--- config.mk ---
export PLATFORM = sky130hd
export DESIGN_NAME = booth_r8_seq_mult
export DESIGN_NICKNAME = d
export VERILOG_FILES = /design/src/rtl/booth_r8_seq_mult.sv
export SDC_FILE = /design/constraint.sdc
export NUM_CORES = 1
export LEC_CHECK = 0
export CORE_ASPECT_RATIO = 0.8
export CORE_MARGIN = 2
export CORE_UTILIZATION = 59
export DETAILED_ROUTE_END_ITERATION = 6
export HOLD_SLACK_MARGIN = 0.06
export PLACE_DENSITY = 0.82
export RECOVER_POWER = 50
export SYNTH_ARGS = -nofsm -noshare
export SYNTH_HDL_FRONTEND = slang
export SYNTH_SLANG_ARGS = --single-unit
--- constraint.sdc ---
create_clock -name clk -period 5.68 [get_ports clk]
set_input_delay 0.568 -clock clk [delete_from_list [all_inputs] [get_ports clk]]
set_output_delay 0.568 -clock clk [all_outputs]
set_load 0.03 [all_outputs]
--- src/rtl/booth_r8_seq_mult.sv ---
// rtl/booth_r8_seq_mult.sv - iterative radix-8 Booth signed multiplier with valid/ready handshakes
module booth_r8_seq_mult #(
    parameter int A_W = 8,
    parameter int B_W = 9
) (
    input  logic                 clk,
    input  logic                 rst,
    input  logic                 in_valid,
    output logic                 in_ready,
    input  logic [A_W-1:0]       a_in,
    input  logic [B_W-1:0]       b_in,
    output logic                 out_valid,
    input  logic                 out_ready,
    output logic [A_W+B_W-1:0]   p_out,
    output logic                 busy
);
    localparam int N     = (B_W + 2) / 3;
    localparam int BX    = 3 * N;
    localparam int ACC_W = A_W + BX + 3;
    localparam int PP_W  = A_W + 3;
    localparam int P_W   = A_W + B_W;
    localparam int IDX_W = $clog2(N + 1);

    typedef enum logic [1:0] {IDLE, PRECOMP, ITER, DONE} state_t;

    state_t                   state, state_nxt;
    logic signed [A_W-1:0]    a_reg;
    logic        [BX:0]       b_reg;
    logic signed [A_W+1:0]    a3;
    logic signed [ACC_W-1:0]  acc;
    logic        [IDX_W-1:0]  idx;
    logic        [3:0]        code;
    logic signed [PP_W-1:0]   mag;
    logic signed [PP_W-1:0]   pp;
    logic signed [ACC_W-1:0]  pp_sh;
    logic signed [BX-1:0]     b_sx;
    logic                     last_digit;

    assign last_digit = (idx == IDX_W'(N - 1));
    assign b_sx       = BX'($signed(b_in));
    assign p_out      = acc[P_W-1:0];

    // b_reg shifts right by 3 each digit, so the current window always sits in bits [3:0]
    always_comb begin
        code = 4'b0000;
        case (b_reg[3:0])
            4'b0000, 4'b1111: code = 4'b0000;
            4'b0001, 4'b0010: code = 4'b0001;
            4'b0011, 4'b0100: code = 4'b0010;
            4'b0101, 4'b0110: code = 4'b0011;
            4'b0111:          code = 4'b0100;
            4'b1000:          code = 4'b1100;
            4'b1001, 4'b1010: code = 4'b1011;
            4'b1011, 4'b1100: code = 4'b1010;
            4'b1101, 4'b1110: code = 4'b1001;
            default:          code = 4'b0000;
        endcase
    end

    always_comb begin
        mag = '0;
        case (code[2:0])
            3'd1:    mag = {{3{a_reg[A_W-1]}}, a_reg};
            3'd2:    mag = {{2{a_reg[A_W-1]}}, a_reg, 1'b0};
            3'd3:    mag = {a3[A_W+1], a3};
            3'd4:    mag = {a_reg[A_W-1], a_reg, 2'b00};
            default: mag = '0;
        endcase
        pp    = code[3] ? -mag : mag;
        pp_sh = ACC_W'(pp) <<< (3 * idx);
    end

    always_comb begin
        state_nxt = state;
        in_ready  = 1'b0;
        out_valid = 1'b0;
        busy      = 1'b1;
        case (state)
            IDLE: begin
                in_ready = 1'b1;
                busy     = 1'b0;
                if (in_valid) state_nxt = PRECOMP;
            end
            PRECOMP: state_nxt = ITER;
            ITER:    if (last_digit) state_nxt = DONE;
            DONE: begin
                out_valid = 1'b1;
                if (out_ready) state_nxt = IDLE;
            end
            default: state_nxt = IDLE;
        endcase
    end

    always_ff @(posedge clk) begin
        if (rst) begin
            state <= IDLE;
            a_reg <= '0;
            b_reg <= '0;
            a3    <= '0;
            acc   <= '0;
            idx   <= '0;
        end else begin
            state <= state_nxt;
            case (state)
                IDLE: begin
                    if (in_valid) begin
                        a_reg <= a_in;
                        b_reg <= {b_sx, 1'b0};
                        acc   <= '0;
                        idx   <= '0;
                    end
                end
                PRECOMP: a3 <= ((A_W+2)'(a_reg) <<< 1) + (A_W+2)'(a_reg);
                ITER: begin
                    acc   <= acc + pp_sh;
                    b_reg <= b_reg >> 3;
                    idx   <= idx + IDX_W'(1);
                end
                default: ;
            endcase
        end
    end
endmodule

Word-level counts from Yosys, hierarchy flattened
Memory sizes are Yosys's and may differ from the RTL's. A register that Yosys moved wholly into a read port is not among the register bits. Index checks and enable logic that the tools add are counted.

Bits in registers: 52. Bits in latches: 0. Memory bits (writable): 0. Memory bits (read-only): 64. Bits of input ports: 21. Output and inout bits: 20. Word-level logic and storage cells: 46. Memories kept: 1.

Memory list: (name not given) (words 16, bits a word 4, rd ports 1, clocked after Yosys merged registers in 1, wr ports 0, RTL line 46) `case (b_reg[3:0])`.

Add/subtract/negate cells: 4. Multiply operators: 1. Div/mod/pow operators: 0. Magnitude comparators: 0. Equal/unequal tests: 11. Shift-type cells: 1. Multiplexer cells: 17. Bitwise gates (word level): 0. Reductions and logical operators: 5.

Operators by type and width (count): case mux 11 bit (4 select lines) (1); case mux 20 bit (2 select lines) (1); adder 20 bit (1); 2-to-1 mux 20 bit (1); case mux 10 bit (2 select lines) (1); <<< shifter 11 x 4 -> 20 bit (1); 2-to-1 mux 11 bit (1); negation 11 bit (1); adder 9 x 8 -> 10 bit (1); 2-to-1 mux 10 bit (1); 2-to-1 mux 2 bit (4); 2-to-1 mux 4 bit (2); case mux 2 bit (4 select lines) (1); equality test 2 bit, second input constant (3); equality test 3 x 2 -> 1 bit, second input constant (2); inequality test 2 bit, second input constant (3); multiplier 2 x 2 -> 4 bit, first input constant (1); case mux 2 bit (2 select lines) (1); AND reduction 2 bit (2); equality test 3 x 1 -> 1 bit, second input constant (1); equality test 3 bit, second input constant (1); 2-to-1 mux 1 bit (3); AND reduction 3 bit (1); adder 2 x 1 -> 2 bit, second input constant (1); other kinds (3) (3).

Depth between registers and ports, before layout
Depth in word-level cells: 7. Gate-level depth with buffers: 25. Gate-level depth less buffers: 23.

Least setup slack after synthesis
OpenSTA, ideal clock, no wires.

Path type: register -> register. Start point: reg, netlist name code[1]. End point: reg acc[16]. Library setup time: 138 ps. Data arrival time: 4216 ps. Required time: 5542 ps. Slack: 1326 ps. Cell stages (with the launch flop): 24. Path buffers: 2. Clock period less this slack: 4354 ps. Cell sequence: dfxtp_1 > buf_6 > buf_6 > mux2_1 > and2_1 > inv_1 > ha_1 > inv_1 > o41ai_2 > xnor2_1 > mux2i_1 > mux2_2 > mux2i_1 > o22ai_1 > ha_1 > a21oi_1 > nand2b_1 > a21oi_1 > o21ai_0 > o211a_1 > a211oi_1 > nor3_1 > mux2i_1 > o2111ai_2.

Cells in the longest elaborated chain, start to end: 7. Elaborated cells between the ends (all ways): 10. Those cells by class: add/sub: 2; eq/ne: 4; shift: 1; mux: 3.

RTL lines: equality test 3 bit (tied with other cells) (RTL line 62) `case (code[2:0])`; case mux 11 bit (4 select lines) (*) (RTL line 62); negation 11 bit (RTL line 69) `pp = code[3] ? -mag : mag;`; 2-to-1 mux 11 bit (*) (RTL line 69); <<< shifter 11 x 4 -> 20 bit (*) (RTL line 70) `pp_sh = ACC_W'(pp) <<< (3 * idx);`; adder 20 bit (*) (RTL line 115) `acc <= acc + pp_sh;`; case mux 20 bit (2 select lines) (*) (RTL line 104) `case (state)`; end signal, assigned (RTL line 115); end, declared (RTL line 30) `logic signed [ACC_W-1:0] acc;`.

Every way passes the cells marked *; elsewhere a longest branch is shown, timed or not. A chain may end at the register's enable or synchronous reset.

Worst setup path in the final report
Start point: reg, netlist name code[2]. End point: reg acc[16].

Cells in the longest elaborated chain, start to end: 7. Elaborated cells between the ends (all ways): 10. Those cells by class: add/sub: 2; eq/ne: 4; shift: 1; mux: 3.

RTL lines (RTL line): equality test 3 bit (tied with other cells) (62); case mux 11 bit (4 select lines) (*) (62); negation 11 bit (69); 2-to-1 mux 11 bit (*) (69); <<< shifter 11 x 4 -> 20 bit (*) (70); adder 20 bit (*) (115); case mux 20 bit (2 select lines) (*) (104).

Marked as above.

==> impl_metrics.toml <==
[detailed_routing]
drt_iter0_markers = 255
vias_per_cell = 6.20
via_count = 3955
drt-wirelength-per-cell_um = 16.3
antenna_left = 0
drcViolationCount = 0
dr.pass1.iters = 5
wirelength_um = 10400

[run_status]
status = "finished clean"

[pwr]
powerDensity_nw_per_um2 = 370
total_power_mw = 1.81
p_leak_nw = 2.23
peakVddDrop_mv = 0.292

[synth]
synth_nets = 588
synth_largest_area_cell = "dfxtp_1"
yosysSeqAreaShare_pct = 24.2
synth.top_cell.area_share_pct = 24.2
synthCells = 529
yosysWarnings = 0
synth_area_um2 = 4390
ys_types = 79
ys.flop_type = "dfxtp_1"
ys_seq_elements = 53
synth.most_common_cell = "nor2_1"
ys_top_cells_by_area = "dfxtp_1 (24%), ha_1 (10%), mux2i_1 (5.2%)"
synth-edff-count = 0
yosys-top-cells-count = "nor2_1 (61), dfxtp_1 (53), a21oi_1 (40), ha_1 (36), nand2_1 (34)"
async_flop_share_pct = 0
syn_area_per_cell_um2 = 8.30

[die]
core_um2 = 7320
die_w_um = 100
die-height_um = 81.2
dieArea_um2 = 8150
io_pins = 41
rows = 28
start_util_pct = 60.0

[sta]
finalHoldViolations = 0
slew_headroom_pct = 29.7
clock.fmax_mhz = 192
setup_viol = 0
worst_pin_slew_ps = 1050
worst_slack_ps = 467
slew_viol_final = 0
period_share_pct = 91.8
setup_tns_ps = 0
post-route-min-period_ps = 5210
whs_ps = 507
fin_skew_ps = 5.30
rsz0062_at_grt = "false"

[cts]
clkSinkCount = 53
root_buffer = "clkbuf_8"
clock_path_buffers = 2
clock_latency_ps = 320
cts_buffers = 5
cts_tree = "done"
hold_buffers = 0
post-cts-setup-buffers = 0
postCtsResizedCells = 0
cts-htree-levels = 2
clk_pin_slew_ps = 110

[setup_path]
reg2reg_from = "code[2]"
worst_r2r_endpoint = "acc[16]"
end_kind = "register"
worstPathMaxFanout = 16
crit_type = "reg2reg"
critPathTopFamily = "compound AO/OA/AOI/OAI gates"
path_buf_inv = 0
critPathMaxStageDelay_ps = 680
r2r_slack_ps = 470
crit_path_top_delay_cell = "dfxtp_1"
reg2reg_depth = 20
required_ps = 5880
arrival_ps = 5410
crit_path_cell_trace = "and2b_4 -> a2111oi_4 -> nand2_2 -> o41ai_2 -> xor2_1 -> nand2_1 -> o21a_1 -> mux2_2 -> mux2i_1 -> o22ai_1 -> ha_1 -> a21oi_1 -> nand2b_1 -> a21oi_1 -> o21ai_0 -> o211a_1 -> a211oi_1 -> nor2b_1 -> mux2i_1 -> o2111ai_2"
startpoint_type = "register"

[run]
cap_viol_max_count = 0

[finish]
drive_gt1_share_pct = 9.31
largest_reg_flops = 17
antenna_cells = 0
area_growth_pct = 11.0
fin_cells = 638
nNetsFinal = 606
final_util_pct = 66.6
fin_area_um2 = 4870

[grt]
grt-ovfl-total = 0
grtUsageTotal_pct = 25.8
grt_max_degree = 55
antenna_found_initial = 0
grt_pass1_wl_um = 16900
grt_pass1_vias = 3528

[worst_hold_path]
min_delay_worst_endpoint = "b_reg[5]"
hold_class = "reg2reg"
min_from = "b_reg[5]"
whs_path_depth = 2

[placed_design]
dp_hpwl_um = 7820
place_congestion = 0.953
place_ws_ps = 500
io_buffers = 40
dp.cells = 630
dpl-instance-area_um2 = 4770
==> worst min-delay path, cell delays in order, from the launching register on <==
cell      delay [ps]
dfxtp_1          320
nor2_1            90
a211oi_1          50
==> cell families after synthesis <==
kind of cell | count (synthesis) | synth area share (%)
xor+xnor | 25 | 4.99
simple gates | 175 | 20.9
buf+inv | 56 | 5.33
fa+ha+maj | 38 | 11.2
flops | 53 | 24.2
compound gates | 147 | 24.6
mux | 35 | 8.83
==> cell type report <==
type	count	area [um^2]
Multi-Input combinational cell	420	3100
Fill cell	588	2450
Sequential cell	53	1060
Timing Repair Buffer	42	407
Tap cell	90	113
Inverter	25	93.8
Clock buffer	6	82.6
Clock inverter	2	17.5
==> report_power, final <==
group	leakage (nW)	internal, mW	switching (mW)
Clock	0.0518	0.102	0.138
Sequential	0.433	0.439	0.101
Combinational	1.74	0.427	0.600
Total	2.23	0.967	0.838
==> metal layers <==
metal / vias to the layer above / global-route usage [%] / routed length (um)
met2: 140 / 38.8 / 4410
met3: 11 / 6.28 / 771
li1: 1964 / - / -
met1: 1840 / 37.9 / 5110
met4: 0 / 4.38 / 85
met5: - / 0 / 0
==> cells in the final DEF, fill, tap and decap left out, types with 3 or more instances in the layout <==
| cell | synthesis | routed |
|---|---|---|
| and3_1 | 6 | 6 |
| xor2_1 | 10 | 10 |
| or3_1 | 4 | 4 |
| nand3_2 | 4 | 4 |
| nand2_1 | 34 | 34 |
| a211oi_1 | 14 | 14 |
| mux2i_1 | 23 | 23 |
| a22oi_1 | 19 | 19 |
| a21o_1 | 7 | 7 |
| o22ai_1 | 3 | 3 |
| a32oi_2 | 3 | 3 |
| and4b_1 | 3 | 3 |
| nor3_1 | 10 | 10 |
| mux2_4 | 3 | 3 |
| o21ai_1 | 3 | 3 |
| a32oi_1 | 4 | 4 |
| nand2b_1 | 5 | 5 |
| nand3_1 | 16 | 16 |
| ha_1 | 36 | 36 |
| dfxtp_1 | 53 | 51 |
| dlygate4sd3_1 | 0 | 17 |
| xnor2_1 | 15 | 15 |
| o21bai_1 | 3 | 3 |
| nor2_1 | 61 | 61 |
| a21oi_1 | 40 | 40 |
| clkbuf_8 | 0 | 6 |
| inv_1 | 23 | 23 |
| clkdlybuf4s50_1 | 0 | 22 |
| o21ai_0 | 21 | 21 |
| and2_1 | 3 | 3 |
| mux2_2 | 7 | 7 |
| o21a_1 | 5 | 5 |
| nor2b_1 | 6 | 6 |
==> worst max-delay path by stage <==
| stage | start | end | slack (ps) | cells past startpoint |
|---|---|---|---|---|
| floorplan | code[1] | acc[16] | 1330 | 23 |
| global placement | code[1] | acc[16] | 680 | 20 |
| detailed placement | code[1] | acc[16] | 500 | 21 |
| CTS | code[1] | acc[16] | 460 | 21 |
| global route | code[2] | acc[16] | 90 | 19 |
| finish | code[2] | acc[16] | 470 | 20 |
Note: power is estimated with default switching activity, not from simulation.
==> RTL change 1: new RTL, config.mk and constraints unchanged <==
`B_W`: 9 -> 18.
--- a/src/rtl/booth_r8_seq_mult.sv
+++ b/src/rtl/booth_r8_seq_mult.sv
@@ -3,3 +3,3 @@
     parameter int A_W = 8,
-    parameter int B_W = 9
+    parameter int B_W = 18
 ) (
Interface: changed (resized b_in and p_out); port bits go from 41 to 59. The function was not compared with the original's and may differ.
==> RTL change 1 against the original RTL <==
- the run now ends with capacitance limit, slew limit left
- critical path depth rose by 3
- area after synthesis rose by 36%
- total power is 67% higher
- sequential cell count rose by 19
- cell area increased by 50%
- wire length grew 72%
- setup slack worse by 0.45 ns
- critical path type unchanged
- critical endpoint is now acc[25]$_SDFFE_PP0P_
==> RTL change 1: results (changes against the original RTL) <==
Net Count, Synth 825 (+40%); Switching Share 0.4576 (-0.006816); status finished, violations left; global-route wire length before repair 27.81 mm (+65%); max-capacitance violation count 1 (+1); R2R Path Start code[1]$_DFF_P_; P_comb 1.75 mW (+70%); Least-Margin Pin Slew 1.503 ns (+0.4487 ns); post-synthesis compound-gate area fraction 0.2735 (+0.02758); DP Cell Count 926 (+47%); top cells by count, synth 105 x nor2_1, 72 x dfxtp_1, 70 x a21oi_1; Worst-Skew Late Latency 0.34 ns (+0.02 ns); Num CTS Buffers 9 (+4); gp weighted congestion 1.028 (+7.8%); die area 0.01093 sq mm (+34%); post-CTS resize count 5 (+5); M1 GR Usage 0.4531 (+0.07413); Mapped Avg Cell Area 7.981 sq um (-3.9%); clock root cell clkbuf_16; FF-to-FF path depth 23 (+15%); failing checks capacitance limit, slew limit; Via-to-Cell Ratio 6.446 (+4.0%); CP max-delay cell dfxtp_4; Clk power 0.557 mW (+130%); Largest stage delay, worst path 0.41 ns (-0.27 ns); skew final 0.008222 ns (+0.002924 ns); initial DRC count 637 (+150%); clk slew on worst S/H paths 0.06 ns (-0.05 ns); H-tree Lvls 3 (+1); HP Start a3[2]$_SDFFE_PP0N_; Final Max Slew Viols 30 (+30); Max IR drop VDD 280.0 uV (-4.3%); Seq/Total Area, Yosys 0.2418 (about the same); met3 WL 1.742 mm (+130%); Comb power frac 0.580 (+0.011); max reg flops 26 (+9); R2R Path End acc[25]$_SDFFE_PP0P_; Global Route met3 Usage 0.07226 (+0.009435); DPL Wire Length 12.70 mm (+62%); Reg2Reg Setup Slack 0.01 ns (-0.45 ns); Global Route met2 Usage 0.4981 (+0.1101); largest cells by area after synthesis dfxtp_1 24%, ha_1 9.4%, nor2_1 6.6%; Synth Area in XOR/XNOR 0.04995 (+0.00008998); Nets 886 (+46%); hold_ws 0.4833 ns (-0.02337 ns); Period minus WS final 5.667 ns (+0.4541 ns); WL met1 7.887 mm (+54%)
## RTL change 1: cell count changes in the layout (fill, tap and decap cells not counted), sizes merged, moves of 9 or more
cell and delta:
nor2 +44, a211oi +12, dfxtp +19, xnor2 +9, a21o +11, buf +35, nand2 +21, a21oi +30
ha +9, dlygate4sd3 +10
## RTL change 1: final cells by class
| class | instances | area (sq um) |
|---|---|---|
| Inverter | 26 | 101.3 |
| Fill cell | 737 | 2439 |
| Clock inverter | 5 | 37.54 |
| Sequential cell | 72 | 1454 |
| Clock buffer | 11 | 252.7 |
| Multi-Input combinational cell | 604 | 4425 |
| Tap cell | 136 | 170.2 |
| Timing Repair Buffer | 95 | 849.6 |
## RTL change 1: logic make-up after synthesis
| group | Yosys count |
|---|---|
| AND/OR/NAND/NOR | 248 |
| AO/OA/AOI/OAI | 233 |
| flip-flops | 72 |
| buffers and inverters | 71 |
| adder cells (fa/ha/maj) | 48 |
| multiplexers | 41 |
| XOR/XNOR | 34 |
==> RTL change 2: new RTL, same flow settings <==
Made on the original files. Re-encode `state_t` (4 states) as Gray code, 2 bits wide.
--- a/src/rtl/booth_r8_seq_mult.sv
+++ b/src/rtl/booth_r8_seq_mult.sv
@@ -23,3 +23,3 @@
 
-    typedef enum logic [1:0] {IDLE, PRECOMP, ITER, DONE} state_t;
+    typedef enum logic [1:0] {IDLE = 2'b00, PRECOMP = 2'b01, ITER = 2'b11, DONE = 2'b10} state_t;
 
Check against the original RTL: same outputs for any inputs over 4 cycles, from zero or initial values and one cycle with rst high; so few cycles prove little.
==> RTL change 2 against the original RTL <==
- the flow now finishes with violations (capacitance limit, slew limit)
- wire length rose by 1.3%
- global-route usage is 1.6 points higher
- sequential cell count unchanged
- area after synthesis decreased by 2.1%
- first-iteration DRC count grew 5.1%
- cell area is 1.6% lower
- worst hold slack got worse by 0.047 ns
- setup slack got worse by 0.029 ns
- count of clock-buffer cells in the layout is 1 lower
- largest cell class unchanged
Power is not compared: it rests on default switching activity, and its combinational part moved more than twofold at a synthesized area within 25%.
==> RTL change 2: results (changes against the original RTL) <==
status finished, violations left; failing checks capacitance limit, slew limit; gr usage total 0.2743 (+0.01618); Finished Layout Cells 671 (+5.2%); post-route total power 0.9072 mW; Synth Area in XOR/XNOR 0.05502 (+0.005164); M1 GR Usage 0.4026 (+0.02363); largest cells by area after synthesis dfxtp_1 25%, ha_1 9.3%, a21oi_1 7.6%; R2R Path Start code[1]$_DFF_P_; Largest stage delay, worst path 0.58 ns (-0.10 ns); skew final 0.01133 ns (+0.006031 ns); FILL cells 563 (-4.3%); CP Launch Point code[1]$_DFF_P_; met3 WL 618 um (-20%); max reg flops 17 (unchanged); worst hold path type reg -> reg; Via-to-Cell Ratio 6.107 (-1.5%); part of the power in registers 0.460; Global Route met2 Usage 0.4304 (+0.04249); post-place instance area 0.004691 sq mm (-1.8%); share of layout cells above drive strength 1 0.06507 (-0.02800); Mapped Avg Cell Area 7.620 sq um (-8.2%); top cells by count, synth 78 x nand2_1, 65 x a21oi_1, 57 x nor2_1; vias in the first global route 3811 (+8.0%); YS warnings 0 (unchanged); met2 WL 4.568 mm (+3.6%); mux contribution to synthesized area 0.05153 (-0.03679); Final Max Slew Viols 53 (+53); CP max FO 6 (-10); Num CTS Buffers 5 (unchanged); post-synthesis adder-cell area fraction 0.1025 (-0.009206); WL met1 5.241 mm (+2.6%); Global Route met3 Usage 0.03916 (-0.02366); Distinct cells, synth 66 (-16%); crit-path leading delay family simple AND/OR/NAND/NOR gates; HP Start a3[7]$_SDFFE_PP0P_; post-CTS resize count 0 (unchanged); Slew headroom -0.5697 (-0.8669); clk slew on worst S/H paths 0.12 ns; initial DRC count 268 (+5.1%); gp weighted congestion 0.8900 (-6.6%); total wire length 10.51 mm (+1.3%); global-route wire length before repair 18.00 mm (+6.6%); Pint 0.5882 mW; CP max-delay cell or4_1; DP Cell Count 663 (+5.2%); pin count of the biggest net entering global routing 53 (-3.6%); Net Count, Synth 619 (+5.3%); DPL Wire Length 7.782 mm (-0.52%); Data arrival, critical path 5.46 ns (+0.05 ns); Nets 638 (+5.3%); max-capacitance violation count 1 (+1); Seq/Total Area, Yosys 0.2469 (+0.005275); Place WS 0.5017 ns (+0.001592 ns); post-synthesis compound-gate area fraction 0.2201 (-0.02578)
-- RTL change 2: cell count changes after synthesis, sizes merged, moves of 5 or more --
cell    change
a311oi      +5
a31oi       +8
a211oi     -11
a22oi      -12
nand2      +43
mux2i       -8
a21oi      +25
a32oi       -5
nor4bb      +5
mux2        -5
-- RTL change 2: layout make-up --
class,count,area share
multi-input combinational,455,0.6249
sequential,53,0.2219
timing repair buffer,47,0.09267
tap,87,0.02271
inverter,21,0.01644
clock buffer,5,0.01436
clock inverter,3,0.007048
-- RTL change 2: worst paths after layout --
| check | end | cells past startpoint | slack, ns |
|---|---|---|---|
| min reg2reg | a3[7]$_SDFFE_PP0P_ | 2 | 0.46 |
| max | acc[16]$_SDFFE_PP0P_ | 22 | 0.44 |
| min | a3[7]$_SDFFE_PP0P_ | 2 | 0.46 |
| max reg2reg | acc[16]$_SDFFE_PP0P_ | 22 | 0.44 |
